[config.mk]
export PLATFORM = sky130hd
export DESIGN_NAME = regfile_port_ctrl_flat
export DESIGN_NICKNAME = d
export VERILOG_FILES = /design/src/rtl/regfile_port_ctrl_if.sv /design/src/rtl/regfile_port_ctrl.sv /design/src/flat_wrapper.sv
export SDC_FILE = /design/constraint.sdc
export NUM_CORES = 1
export LEC_CHECK = 0
export ABC_CLOCK_PERIOD_IN_PS = 5800
export CORE_MARGIN = 5
export CORE_UTILIZATION = 45
export CTS_BUF_LIST = sky130_fd_sc_hd__clkbuf_16
export DETAILED_ROUTE_END_ITERATION = 7
export PLACE_DENSITY = 0.82
export SYNTH_ARGS = -nofsm -noshare
export SYNTH_HDL_FRONTEND = slang
export SYNTH_SLANG_ARGS = --single-unit
[constraint.sdc]
create_clock -name clk -period 5.8 [get_ports clk]
set_clock_uncertainty 0.15 [all_clocks]
set_input_delay 0.58 -clock clk [delete_from_list [all_inputs] [get_ports clk]]
set_output_delay 0.58 -clock clk [all_outputs]
set_load 0.01 [all_outputs]
[src/rtl/regfile_port_ctrl_if.sv]
// Bundle of requester handshakes and register-file strobes served by regfile_port_ctrl.
// The controller sits on the slave side; requesters and the register file sit on the master side.
interface regfile_port_ctrl_if #(
    parameter int REG_SZ = 32,
    parameter int IDX_W  = 5
);
    logic              rd0_req;
    logic [IDX_W-1:0]  rd0_idx;
    logic              rd0_gnt;
    logic              rd0_valid;
    logic [REG_SZ-1:0] rd0_data;

    logic              rd1_req;
    logic [IDX_W-1:0]  rd1_idx;
    logic              rd1_gnt;
    logic              rd1_valid;
    logic [REG_SZ-1:0] rd1_data;

    logic              wr_req;
    logic [IDX_W-1:0]  wr_idx;
    logic [REG_SZ-1:0] wr_data;
    logic              wr_ack;

    logic [IDX_W-1:0]  rf_r_idx;
    logic              rf_re;
    logic [IDX_W-1:0]  rf_w_idx;
    logic              rf_we;
    logic [REG_SZ-1:0] rf_din;
    logic [REG_SZ-1:0] rf_dout;

    logic              busy;

    modport slave (
        input  rd0_req, rd0_idx, rd1_req, rd1_idx, wr_req, wr_idx, wr_data, rf_dout,
        output rd0_gnt, rd0_valid, rd0_data, rd1_gnt, rd1_valid, rd1_data, wr_ack,
               rf_r_idx, rf_re, rf_w_idx, rf_we, rf_din, busy
    );

    modport master (
        output rd0_req, rd0_idx, rd1_req, rd1_idx, wr_req, wr_idx, wr_data, rf_dout,
        input  rd0_gnt, rd0_valid, rd0_data, rd1_gnt, rd1_valid, rd1_data, wr_ack,
               rf_r_idx, rf_re, rf_w_idx, rf_we, rf_din, busy
    );
endinterface

[src/rtl/regfile_port_ctrl.sv]
// Arbiter/sequencer sharing one register-file read port between two operand fetchers
// and the write port with write-back; turns level handshakes into re/we strobes.
module regfile_port_ctrl #(
    parameter int REG_SZ = 32,
    parameter int IDX_W  = 5
) (
    input  logic               clk,
    input  logic               rst_n,
    regfile_port_ctrl_if.slave bus
);
    typedef enum logic [2:0] {IDLE, RD_STB, RD_CAP, WR_STB, WR_DONE} state_t;

    state_t            state, state_nx;
    logic              rr_ptr, rr_ptr_nx;
    logic              wr_fair, wr_fair_nx;
    logic              cur_sel, cur_sel_nx;
    logic [IDX_W-1:0]  r_idx_q, r_idx_nx;
    logic [IDX_W-1:0]  w_idx_q, w_idx_nx;
    logic [REG_SZ-1:0] din_q, din_nx;
    logic [REG_SZ-1:0] rd0_q, rd0_nx, rd1_q, rd1_nx;
    logic              rd_any, rd_sel, wr_win;
    logic [IDX_W-1:0]  rd_sel_idx;
    logic [REG_SZ-1:0] cap_data;
    logic              gnt0, gnt1, vld0, vld1, ack;

    always_ff @(posedge clk or negedge rst_n) begin
        if (!rst_n) begin
            state   <= IDLE;
            rr_ptr  <= 1'b0;
            wr_fair <= 1'b0;
            cur_sel <= 1'b0;
            r_idx_q <= '0;
            w_idx_q <= '0;
            din_q   <= '0;
            rd0_q   <= '0;
            rd1_q   <= '0;
        end else begin
            state   <= state_nx;
            rr_ptr  <= rr_ptr_nx;
            wr_fair <= wr_fair_nx;
            cur_sel <= cur_sel_nx;
            r_idx_q <= r_idx_nx;
            w_idx_q <= w_idx_nx;
            din_q   <= din_nx;
            rd0_q   <= rd0_nx;
            rd1_q   <= rd1_nx;
        end
    end

    // Write wins unless reads are owed a turn; a write to the index about to be read always goes first.
    always_comb begin
        rd_any     = bus.rd0_req | bus.rd1_req;
        rd_sel     = (bus.rd0_req & bus.rd1_req) ? rr_ptr : bus.rd1_req;
        rd_sel_idx = rd_sel ? bus.rd1_idx : bus.rd0_idx;
        wr_win     = bus.wr_req & (~rd_any | ~wr_fair | (bus.wr_idx == rd_sel_idx));
        cap_data   = (r_idx_q == '0) ? '0 : bus.rf_dout;
    end

    always_comb begin
        state_nx   = state;
        rr_ptr_nx  = rr_ptr;
        wr_fair_nx = wr_fair;
        cur_sel_nx = cur_sel;
        r_idx_nx   = r_idx_q;
        w_idx_nx   = w_idx_q;
        din_nx     = din_q;
        rd0_nx     = rd0_q;
        rd1_nx     = rd1_q;
        gnt0       = 1'b0;
        gnt1       = 1'b0;
        vld0       = 1'b0;
        vld1       = 1'b0;
        ack        = 1'b0;
        unique case (state)
            IDLE: begin
                if (wr_win) begin
                    state_nx = WR_STB;
                    w_idx_nx = bus.wr_idx;
                    din_nx   = bus.wr_data;
                end else if (rd_any) begin
                    state_nx   = RD_STB;
                    cur_sel_nx = rd_sel;
                    r_idx_nx   = rd_sel_idx;
                    rr_ptr_nx  = ~rd_sel;
                    gnt0       = ~rd_sel;
                    gnt1       = rd_sel;
                end
            end
            RD_STB:  state_nx = RD_CAP;
            RD_CAP: begin
                state_nx   = IDLE;
                wr_fair_nx = 1'b0;
                vld0       = ~cur_sel;
                vld1       = cur_sel;
                if (cur_sel) rd1_nx = cap_data;
                else         rd0_nx = cap_data;
            end
            WR_STB:  state_nx = WR_DONE;
            WR_DONE: begin
                state_nx   = IDLE;
                wr_fair_nx = 1'b1;
                ack        = 1'b1;
            end
            default: state_nx = IDLE;
        endcase
    end

    // Grants are combinational from the requests, so mask them while reset is held.
    assign bus.rd0_gnt   = gnt0 & rst_n;
    assign bus.rd1_gnt   = gnt1 & rst_n;
    assign bus.rd0_valid = vld0;
    assign bus.rd1_valid = vld1;
    assign bus.rd0_data  = vld0 ? cap_data : rd0_q;
    assign bus.rd1_data  = vld1 ? cap_data : rd1_q;
    assign bus.wr_ack    = ack;
    assign bus.rf_r_idx  = r_idx_q;
    assign bus.rf_w_idx  = w_idx_q;
    assign bus.rf_din    = din_q;
    assign bus.rf_re     = (state == RD_STB) && (r_idx_q != '0);
    assign bus.rf_we     = (state == WR_STB) && (w_idx_q != '0);
    assign bus.busy      = (state != IDLE);

    a_rd_held: assert property (@(posedge clk) disable iff (!rst_n)
        (state inside {RD_STB, RD_CAP}) |-> (cur_sel ? bus.rd1_req : bus.rd0_req));
    a_wr_held: assert property (@(posedge clk) disable iff (!rst_n)
        (state inside {WR_STB, WR_DONE}) |-> bus.wr_req);
endmodule

[src/flat_wrapper.sv]
// flat-port wrapper written by rule: the top's interface ports become plain ports
module regfile_port_ctrl_flat 
#(
    parameter int REG_SZ = 32,
    parameter int IDX_W  = 5
)
  (clk, rst_n, bus_rd0_req, bus_rd0_idx, bus_rd1_req, bus_rd1_idx, bus_wr_req, bus_wr_idx, bus_wr_data, bus_rf_dout, bus_rd0_gnt, bus_rd0_valid, bus_rd0_data, bus_rd1_gnt, bus_rd1_valid, bus_rd1_data, bus_wr_ack, bus_rf_r_idx, bus_rf_re, bus_rf_w_idx, bus_rf_we, bus_rf_din, bus_busy);
  regfile_port_ctrl_if #(.REG_SZ(REG_SZ), .IDX_W(IDX_W)) bus_i ();
  input  logic clk;
  input  logic rst_n;
  input wire logic [$bits(bus_i.rd0_req)-1:0] bus_rd0_req;
  input wire logic [$bits(bus_i.rd0_idx)-1:0] bus_rd0_idx;
  input wire logic [$bits(bus_i.rd1_req)-1:0] bus_rd1_req;
  input wire logic [$bits(bus_i.rd1_idx)-1:0] bus_rd1_idx;
  input wire logic [$bits(bus_i.wr_req)-1:0] bus_wr_req;
  input wire logic [$bits(bus_i.wr_idx)-1:0] bus_wr_idx;
  input wire logic [$bits(bus_i.wr_data)-1:0] bus_wr_data;
  input wire logic [$bits(bus_i.rf_dout)-1:0] bus_rf_dout;
  output wire logic [$bits(bus_i.rd0_gnt)-1:0] bus_rd0_gnt;
  output wire logic [$bits(bus_i.rd0_valid)-1:0] bus_rd0_valid;
  output wire logic [$bits(bus_i.rd0_data)-1:0] bus_rd0_data;
  output wire logic [$bits(bus_i.rd1_gnt)-1:0] bus_rd1_gnt;
  output wire logic [$bits(bus_i.rd1_valid)-1:0] bus_rd1_valid;
  output wire logic [$bits(bus_i.rd1_data)-1:0] bus_rd1_data;
  output wire logic [$bits(bus_i.wr_ack)-1:0] bus_wr_ack;
  output wire logic [$bits(bus_i.rf_r_idx)-1:0] bus_rf_r_idx;
  output wire logic [$bits(bus_i.rf_re)-1:0] bus_rf_re;
  output wire logic [$bits(bus_i.rf_w_idx)-1:0] bus_rf_w_idx;
  output wire logic [$bits(bus_i.rf_we)-1:0] bus_rf_we;
  output wire logic [$bits(bus_i.rf_din)-1:0] bus_rf_din;
  output wire logic [$bits(bus_i.busy)-1:0] bus_busy;
  assign bus_i.rd0_req = bus_rd0_req;
  assign bus_i.rd0_idx = bus_rd0_idx;
  assign bus_i.rd1_req = bus_rd1_req;
  assign bus_i.rd1_idx = bus_rd1_idx;
  assign bus_i.wr_req = bus_wr_req;
  assign bus_i.wr_idx = bus_wr_idx;
  assign bus_i.wr_data = bus_wr_data;
  assign bus_i.rf_dout = bus_rf_dout;
  assign bus_rd0_gnt = bus_i.rd0_gnt;
  assign bus_rd0_valid = bus_i.rd0_valid;
  assign bus_rd0_data = bus_i.rd0_data;
  assign bus_rd1_gnt = bus_i.rd1_gnt;
  assign bus_rd1_valid = bus_i.rd1_valid;
  assign bus_rd1_data = bus_i.rd1_data;
  assign bus_wr_ack = bus_i.wr_ack;
  assign bus_rf_r_idx = bus_i.rf_r_idx;
  assign bus_rf_re = bus_i.rf_re;
  assign bus_rf_w_idx = bus_i.rf_w_idx;
  assign bus_rf_we = bus_i.rf_we;
  assign bus_rf_din = bus_i.rf_din;
  assign bus_busy = bus_i.busy;
  regfile_port_ctrl #(.REG_SZ(REG_SZ), .IDX_W(IDX_W)) u_core (.clk(clk), .rst_n(rst_n), .bus(bus_i));
endmodule
==> flow_results.org <==
** Route
- Iteration-0 DRC count of the detailed router :: 407
- Across all layers, the routed design uses around 5400 vias.
- Once detail routing completed, the nets flagged for antenna violations numbered 0.
- In the routed layout, each cell is associated on average with a via count of 5.79.
- After detailed routing, the total wire length is 17200 µm.
- After detailed routing, the number of remaining DRC violations is 0.
- The first TritonRoute pass finished after 4 iterations.
- In the final routed layout, each cell accounts on average for about 19 µm.

** Floorplan
- Core ar. :: ~0.012 mm²
- The die covers between 0.01 and 0.015 mm².
- 198 I/O pins were placed.
- For this configuration, the core starts out at a cell density of 0.464.
- Row generation in the floorplan step produced 40 rows.
- Die Y :: ~120 µm
- The die is around 120 µm wide.

** Synthesis
- Yosys printed 0 warnings.
- When the netlist entered floorplanning its net count stood at 679.
- After synthesis, the most frequently instantiated cells are dfrtp_1 (112), nand2_1 (103), o21ai_0 (67).
- Netlist Area Pre-Place :: 0.00564 mm²
- Of all flip-flops after synthesis, the portion carrying an async set or reset was 1.00.
- After synthesis, the netlist uses 48 different library cells.
- In the post-synthesis netlist, the cell with the most instances is dfrtp_1.
- Of the post-synthesis cell area, the dominant cell type holds 0.497.
- Dividing the synthesized area by the synthesized cell count gives 9.48 µm².
- The largest total area in the synthesized netlist belongs to dfrtp_1.
- Area contributors post-synth :: dfrtp_1 (50%), nand2_1 (6.9%), a311o_1 (6.2%), o21ai_0 (5.9%), a31o_2 (5.4%)
- For this run, the register share of the synthesized area comes to 0.497.
- Post-synth EDFFs :: 0
- Dominant synthesized flop cell :: dfrtp_1
- Cell count after synthesis :: around 600
- The synthesized design contains 112 register bits.

** STA
- Setup slack on the critical path of the routed design comes to 1.86 ns.
- Total negative slack for setup checks :: 0 ns
- The final hold violation count came to 0.
- Setup repair after global routing missed its margin :: false
- Highest clock frequency the design can meet :: 254 MHz
- For the pin with the worst max-slew slack, the measured transition is between 1 and 1.5 ns.
- Setup violations, final :: 0
- Slew Limit Fails :: 0
- In this run the tightest slew margin relative to its limit is 0.224.
- Dividing the final minimum period by the clock period gives 0.680.
- Time the final worst path needs with I/O delays and setup :: 3.94 ns

** Setup path
- Reg-to-reg startpoint :: u_core.rr_ptr
- Cell type of the slowest stage on the worst timing path :: clkdlybuf4s50_1
- CP cell instances :: clkdlybuf4s50_1, nand2b_4, and2_4, nor3b_1, o32a_4, a31oi_1, and4_1, clkdlybuf4s50_1
- The worst setup path is captured at a primary output.
- At the worst endpoint, the required time is 5.07 ns.
- Maximum net fanout on the critical path :: 8
- STA classifies the critical path startpoint as an input pin.
- The critical path is of the input pin to primary output type.
- Worst setup slack for register-to-register paths :: 2.95 ns
- Number of buffer and inverter stages on the critical path :: 2
- Among cell families on the critical path, the largest total delay comes from simple AND/OR/NAND/NOR gates.
- For the worst flop-to-flop path, the logic depth is 6.
- Longest individual stage delay on the worst path :: 0.58 ns
- Worst r2r dst :: u_core.bus.rf_din[10]
- Data on the critical path arrives at its endpoint at 3.21 ns.
- Cell repeated most along the worst path :: clkdlybuf4s50_1

** Power
- Power density relative to cell area :: 586 mW/mm²
- Summed over all cells, the static leakage comes to ~3.3 nW.
- VDD sags by at most 0.000259 V.

** Global route
- Number of antenna violations at the first check in global routing :: 1
- In the global route stage, overall resource usage came out at 0.230.
- For met3 alone, demand over resource in global routing was 0.0771.
- Most utilized layer in the global route result :: met2
- The via count of the first global-routing pass came to 5339.
- Met1 Usage GRT :: 0.293
- Wire length of the first global-routing pass :: ~28000 µm
- For met2 alone, demand over resource in global routing was 0.373.
- Maximum number of pins on one net before global-route repair :: 114
- Grt ovf :: 0

** Clocking
- Clock sink total :: 112
- CTS built an H-tree with a depth of 3.
- Buffer cell driving the clock tree root :: clkbuf_16
- Clock tree synthesis inserted a total of 9 buffers.
- Maximum buffer depth of the clock tree :: 2
- Clock-pin slew was measured on the worst setup and hold paths at ~0.070 ns.
- TritonCTS built the clock tree.
- Buffers inserted by post-CTS timing repair :: 0
- Resized cells post-CTS :: 0
- Hold_buf cts :: 0
- At the later pin of the worst-skew pair, clock insertion delay measures between 0.3 and 0.4 ns.

** Placement
- Placed cell area :: roughly 0.0077 mm²
- Timing analysis after detailed placement gives a worst setup slack of ~1.9 ns.
- Buffers on Ports :: slightly below 200
- At the end of routability-driven placement, the weighted congestion stood at 0.917.
- Dpl hpwl :: between 10000 and 15000 µm

** Final layout
- In the final layout, the share of cells above drive strength 1 is 0.104.
- The repair_antennas step left the layout with diodes totalling 0.
- After the last flow step, the layout net total stands at about 840.
- The area growth from synthesis to layout is 41.6%.
- After routing the design area is 0.00799 mm².

** Outcome
- Run status :: finished, final reports clean

** Flow run
- Total of max-cap violations :: 0

** Worst hold path
- In this run the worst hold path is classified as input pin to async pin.
[worst max-delay path by stage]
stage | from | to | slack (ns) | cells after the start
after floorplan | bus_rd1_req | bus_rd0_gnt | 3.16 | 7
after detailed placement | bus_rd0_req | bus_rd0_gnt | 1.90 | 8
after CTS | bus_rd0_req | bus_rd0_gnt | 1.88 | 8
final | bus_rd0_req | bus_rd0_gnt | 1.86 | 8
after global placement | bus_rd0_req | bus_rd0_gnt | 2.03 | 8
after global routing | u_core.state[2] | bus_rd0_gnt | 1.75 | 6
[worst reg2reg max path, cell delays in order (launching register included)]
cell      delay [ns]
dfrtp_1         0.41
nand2b_4        0.18
and2_4          0.21
nor3b_1         0.49
o32a_4          0.34
nand2_2         0.46
a311o_1         0.51
[kinds of logic (layout without fill, tap and decap cells)]
| group | Yosys count | count (layout) | synth area share |
|---|---|---|---|
| buffers and inverters | 68 | 231 | 0.0495 |
| and+or+nand+nor | 210 | 210 | 0.170 |
| xor gates and xnor gates | 2 | 2 | 0.00311 |
| DFF | 112 | 112 | 0.497 |
| muxes | 9 | 9 | 0.0191 |
| AOI/OAI and AO/OA | 194 | 194 | 0.261 |
[per-layer routing]
layer | part of all wire | vias to the layer above
met5 | 0.00041 | -
met4 | 0.018 | 2
met3 | 0.10 | 30
met2 | 0.47 | 215
met1 | 0.41 | 2622
li1 | - | 2490
[report_power, final]
group          internal (W)  switching, W  leakage, nW
logic               0.00135       0.00129         1.80
clock network      0.000380      0.000285        0.153
registers           0.00117      0.000203         1.37
total               0.00290       0.00178         3.32
[sequential cells by signal (all words and copies together), names as in the netlist]
register,count
u_core.cur_sel,1
u_core.bus.rf_r_idx,5
u_core.rd0_q,32
u_core.bus.rf_w_idx,5
u_core.rr_ptr,1
u_core.wr_fair,1
u_core.state,3
u_core.rd1_q,32
u_core.bus.rf_din,32
[placed cells by master (no fill, tap or decap), types with 2 or more instances in the layout]
master / count
mux2i_1: 4
clkdlybuf4s50_1: 195
a21boi_0: 37
clkbuf_16: 9
o211ai_1: 2
nor3_2: 2
dfrtp_1: 112
o221ai_2: 2
and3_1: 2
nand2b_1: 2
clkinvlp_4: 2
nand3_1: 40
mux2_4: 3
or3_2: 2
a21oi_1: 2
a311o_1: 35
a31oi_1: 4
nand4b_1: 2
bufinv_16: 2
nor2_1: 7
a31o_2: 35
mux2_2: 2
nor3_1: 40
o21ai_0: 67
inv_1: 12
xnor2_1: 2
buf_4: 8
nand2_1: 103
[final cells by class]
cell class	instances	area, µm²
fillers	973	4170
clock buffers	9	225
repair buffers	204	2020
inverters	11	41.3
multi-input cells	415	2600
well taps	168	210
clock inverters	7	96.3
flip-flops and latches	112	2800
[metrics by stage]
step                cells  hold slack, ns  utilization  power [W]
CTS                   926           0.141        0.657    0.00472
finish                926           0.125        0.657    0.00468
global route          926           0.159        0.657    0.00500
detailed placement    910           0.330        0.630    0.00403
floorplan             595           0.134            -    0.00269
global placement      910           0.322        0.630    0.00393
No activity file was read; power rests on OpenSTA's default activity.
